--- config.mk ---
export PLATFORM = sky130hd
export DESIGN_NAME = i2s_capture_scheduler
export DESIGN_NICKNAME = d
export VERILOG_FILES = /design/src/rtl/i2s_capture_scheduler.sv
export SDC_FILE = /design/constraint.sdc
export NUM_CORES = 1
export LEC_CHECK = 0
export ABC_AREA = 1
export BUFFER_PORTS_ARGS = -buffer_cell sky130_fd_sc_hd__buf_2
export CORE_MARGIN = 4
export CORE_UTILIZATION = 55
export DETAILED_ROUTE_END_ITERATION = 8
export PLACE_DENSITY_LB_ADDON = 0.12
export SYNTH_ARGS = -nofsm -noshare
export SYNTH_HDL_FRONTEND = slang
export SYNTH_SLANG_ARGS = --single-unit
--- constraint.sdc ---
create_clock -name clk_i -period 6.2 [get_ports clk_i]
set_clock_uncertainty 0.15 [all_clocks]
set_input_delay 0.93 -clock clk_i [delete_from_list [all_inputs] [get_ports clk_i]]
set_output_delay 0.93 -clock clk_i [all_outputs]
set_load 0.005 [all_outputs]
--- src/rtl/i2s_capture_scheduler.sv ---
// i2s_capture_scheduler: round-robin merge of N_CH one-word capture buffers into a tagged valid/ready stream with enable/drain sequencing and sticky overflow
module i2s_capture_scheduler #(
  parameter int N_CH = 4,
  parameter int DATA_W = 24
) (
  input  logic                      clk_i,
  input  logic                      rst_i,
  input  logic                      enable_i,
  input  logic [N_CH-1:0]           ch_mask_i,
  input  logic [N_CH*DATA_W-1:0]    ch_data_i,
  input  logic [N_CH-1:0]           ch_valid_i,
  output logic [DATA_W-1:0]         m_data_o,
  output logic [$clog2(N_CH)-1:0]   m_ch_o,
  output logic                      m_valid_o,
  input  logic                      m_ready_i,
  output logic [N_CH-1:0]           overflow_o,
  input  logic                      clear_ovf_i,
  output logic                      busy_o
);
  localparam int CH_W = $clog2(N_CH);
  typedef enum logic [1:0] {IDLE, RUN, DRAIN} state_t;
  state_t state, state_nx;
  logic [N_CH-1:0] pend, cap, gnt, load, ovf_set;
  logic [DATA_W-1:0] hold [N_CH];
  logic [CH_W-1:0] rr_ptr, g;
  logic [CH_W:0] s;
  logic found, free;
  always_comb begin
    s = '0;
    g = '0;
    found = 1'b0;
    for (int i = 0; i < N_CH; i++) begin
      s = {1'b0, rr_ptr} + (CH_W+1)'(i);
      s = (s >= (CH_W+1)'(N_CH)) ? s - (CH_W+1)'(N_CH) : s;
      if (!found && pend[s[CH_W-1:0]]) begin
        found = 1'b1;
        g = s[CH_W-1:0];
      end
    end
  end
  assign free = !m_valid_o || m_ready_i;
  assign gnt = (free && found) ? (N_CH'(1) << g) : '0;
  assign cap = (state == RUN) ? (ch_valid_i & ch_mask_i) : '0;
  assign load = cap & (~pend | gnt);
  assign ovf_set = cap & pend & ~gnt;
  assign busy_o = state != IDLE;
  always_comb begin
    state_nx = state;
    state_nx = (state == IDLE) ? (enable_i ? RUN : IDLE) :
               (state == RUN)  ? (enable_i ? RUN : DRAIN) :
               enable_i ? RUN : (!(|pend) && !m_valid_o) ? IDLE : DRAIN;
  end
  always_ff @(posedge clk_i or posedge rst_i) begin
    if (rst_i) begin
      state <= IDLE;
      pend <= '0;
      rr_ptr <= '0;
      m_valid_o <= 1'b0;
      m_data_o <= '0;
      m_ch_o <= '0;
      overflow_o <= '0;
      for (int k = 0; k < N_CH; k++) hold[k] <= '0;
    end else begin
      state <= state_nx;
      pend <= (pend & ~gnt) | cap;
      overflow_o <= (clear_ovf_i ? '0 : overflow_o) | ovf_set;
      for (int k = 0; k < N_CH; k++) if (load[k]) hold[k] <= ch_data_i[k*DATA_W +: DATA_W];
      if (free) begin
        m_valid_o <= found;
        if (found) begin
          m_data_o <= hold[g];
          m_ch_o <= g;
          rr_ptr <= (g == CH_W'(N_CH-1)) ? '0 : g + 1'b1;
        end
      end
    end
  end
endmodule

==> results_dict.tcl <==
set metrics [dict create \
    drive_gt1_frac 0.192 \
    syn_area_um2 6480 \
    synth_warnings 0 \
    synth_cell_types 27 \
    report.final.slew_viol_count 0 \
    crit_family "simple AND/OR/NAND/NOR gates" \
    setup_viol 0 \
    path_cells "inv_2 -> nand2_1 -> nand3_1 -> nand2_2 -> inv_2 -> nand3_1 -> nand3_2 -> nand2_4 -> nand3_1 -> nand2_2 -> nand2_2 -> nand2_1 -> nand2_1" \
    p_leak_nw 4.43 \
    wl_mm 16.6 \
    grt_max_degree 73 \
    drt_iter0_drc 522 \
    grt_antenna_before_repair 0 \
    fin_nets 1078 \
    avgRoutedWirePerCell_um 14.7 \
    numCtsBuffers 17 \
    crit_cells 13 \
    critPathMaxFanout 54 \
    track_usage 0.251 \
    cts_sinks 135 \
    r2r-start "rr_ptr[0]$_DFFE_PP0P_" \
    hold_buffers 0 \
    post-cts-setup-buffers 0 \
    gp_congestion 0.886 \
    synth_cells 851 \
    clockBufferDepth 2 \
    die_area_um2 13600 \
    ir_drop_mv 0.317 \
    syn_nets 962 \
    num_antenna_cells 0 \
    vias 5831 \
    power_density_nw_per_um2 644 \
    drt_pass1_iterations 5 \
    post-dp-hpwl_mm 11.3 \
    viasPerCell 5.19 \
    synth.top_cells.by_area "dfrtp_1 (52%), nand2_1 (20%), nand3_1 (9.2%)" \
    r2r_slack_ps 1710 \
    hold_viol 0 \
    crit_path_end_kind "register" \
    design_area_um2 7810 \
    grt_setup_unrepaired "no" \
    clk_latency_ps 410 \
    fin_tns_setup_ps 0 \
    die_w_um 117 \
    path_class "reg -> reg" \
    tritoncts "built" \
    crit_end "hold[94]$_DFFE_PP0P_" \
    cts_root_buf "clkbuf_16" \
    area_growth_pct 20.6 \
    cap_violations 0 \
    clk_pin_slew_ps 60 \
    start_util 0.565 \
    dpl.cell_count 1091 \
    coreArea_um2 11500 \
    synth_top_cell_by_area "dfrtp_1" \
    netlist.area_leader.share 0.522 \
    ys_seq_area_frac 0.522 \
    io_pins 141 \
    min_period_ps 4490 \
    ant_nets 0 \
    startpoint "rr_ptr[0]$_DFFE_PP0P_" \
    synth.ff_latch_count 135 \
    post-route-period-util 0.724 \
    path_buf_inv 2 \
    synth_area_per_cell_um2 7.61 \
    drc 0 \
    min_path_type "reg -> reg" \
    cpPeakStageDelay_ps 910 \
    final_cells 1123 \
    portBuffers 140 \
    die_h_um 117 \
    crit_required_ps 6340 \
    grt-ovfl-total 0 \
    r2r-end "hold[94]$_DFFE_PP0P_" \
    slew_headroom 0.285 \
    status "completed" \
    fmax_mhz 223 \
    first_global_vias 5342 \
    num_rows 39 \
    tightest_slew_ps 1070 \
    r2r_cells 13 \
    dpl-instance-area_um2 7180 \
    arrival_ps 4630 \
    grt_pass1_wl_mm 26.6 \
    post_cts_resized 0 \
    slowest_stage "nand2_4" \
    startpoint_type "register" \
    cts_htree_levels 4 \
]
## area by class of cell
class	count	area, µm²
clock buffer	25	485
multi-input combinational	599	2630
fill	992	3660
sequential	135	3380
inverter	70	268
timing repair buffer	144	731
tap	143	179
clock inverter	7	141
## worst reg2reg max path, cell delays in order (launching register included)
cell	delay [ps]
dfrtp_1	550
inv_2	140
nand2_1	100
nand3_1	110
nand2_2	130
inv_2	60
nand3_1	100
nand3_2	820
nand2_4	920
nand3_1	200
nand2_2	440
nand2_2	420
nand2_1	180
nand2_1	60
## power by group
group,switching (W),internal (W)
Combinational,0.00166,0.000777
Clock,0.000356,0.000706
Sequential,0.000229,0.00130
Total,0.00224,0.00278
## placed cells by master (no fill, tap or decap), types with 2 or more instances in the layout
master / count
nand4_1: 3
nand3b_1: 16
clkbuf_8: 3
dfrtp_1: 135
nand3_1: 118
bufinv_16: 4
nor2_1: 37
inv_2: 4
o21ai_0: 13
ha_1: 2
o22ai_1: 4
clkbuf_1: 5
a21oi_1: 33
buf_2: 140
clkbuf_16: 17
o21ai_1: 7
nand2_2: 7
inv_1: 64
nand2_1: 350
buf_4: 4
## per-stage QoR
| stage | setup slack, ps | util | hold slack [ps] | power [W] |
|---|---|---|---|---|
| finish | 1710 | 0.681 | 323 | 0.00503 |
| global route | 1270 | 0.681 | 350 | 0.00545 |
| detailed placement | 1760 | 0.626 | 310 | 0.00392 |
| global placement | 1940 | 0.626 | 306 | 0.00388 |
| floorplan | 1510 | - | 292 | 0.00333 |
| CTS | 1770 | 0.681 | 324 | 0.00501 |
## state kept, by name, indices dropped and copies added, names as in the netlist
register,cells
rr_ptr,2
m_data_o,24
overflow_o,4
hold,96
pend,4
m_ch_o,2
state,2
m_valid_o,1
## synthesized netlist by cell type (all sizes together)
cell type	number
a211oi	1
a21boi	1
a21oi	33
buf	28
clkbuf	19
clkinv	1
dfrtp	135
ha	2
inv	69
nand2	358
nand3	119
nand3b	16
nand4	3
nor2	39
nor4	1
o21a	1
o21ai	21
o22ai	4
## kinds of logic after synthesis
family,count (synthesis),share of synthesized area
flops,135,0.522
compound gates,61,0.0508
simple gates,536,0.350
fa+ha+maj,2,0.00386
buf+inv,117,0.0738
## routing by layer
| layer | routed length [µm] | GRT usage | vias to the layer above |
|---|---|---|---|
| met5 | 0 | 0 | - |
| met1 | 7940 | 0.384 | 2687 |
| met3 | 1110 | 0.0420 | 17 |
| met4 | 250 | 0.0781 | 0 |
| met2 | 7260 | 0.367 | 204 |
| li1 | - | - | 2923 |
## worst min-delay path by stage
stage | cells past startpoint | slack, ps | startpoint | end
after floorplan | 2 | 290 | hold[72]$_DFFE_PP0P_ | hold[72]$_DFFE_PP0P_
after global placement | 2 | 310 | hold[77]$_DFFE_PP0P_ | hold[77]$_DFFE_PP0P_
after detailed placement | 2 | 310 | hold[68]$_DFFE_PP0P_ | hold[68]$_DFFE_PP0P_
after CTS | 2 | 320 | hold[68]$_DFFE_PP0P_ | hold[68]$_DFFE_PP0P_
after global routing | 2 | 350 | hold[50]$_DFFE_PP0P_ | hold[50]$_DFFE_PP0P_
final | 2 | 320 | hold[68]$_DFFE_PP0P_ | hold[68]$_DFFE_PP0P_
(Power assumes the default switching activity.)
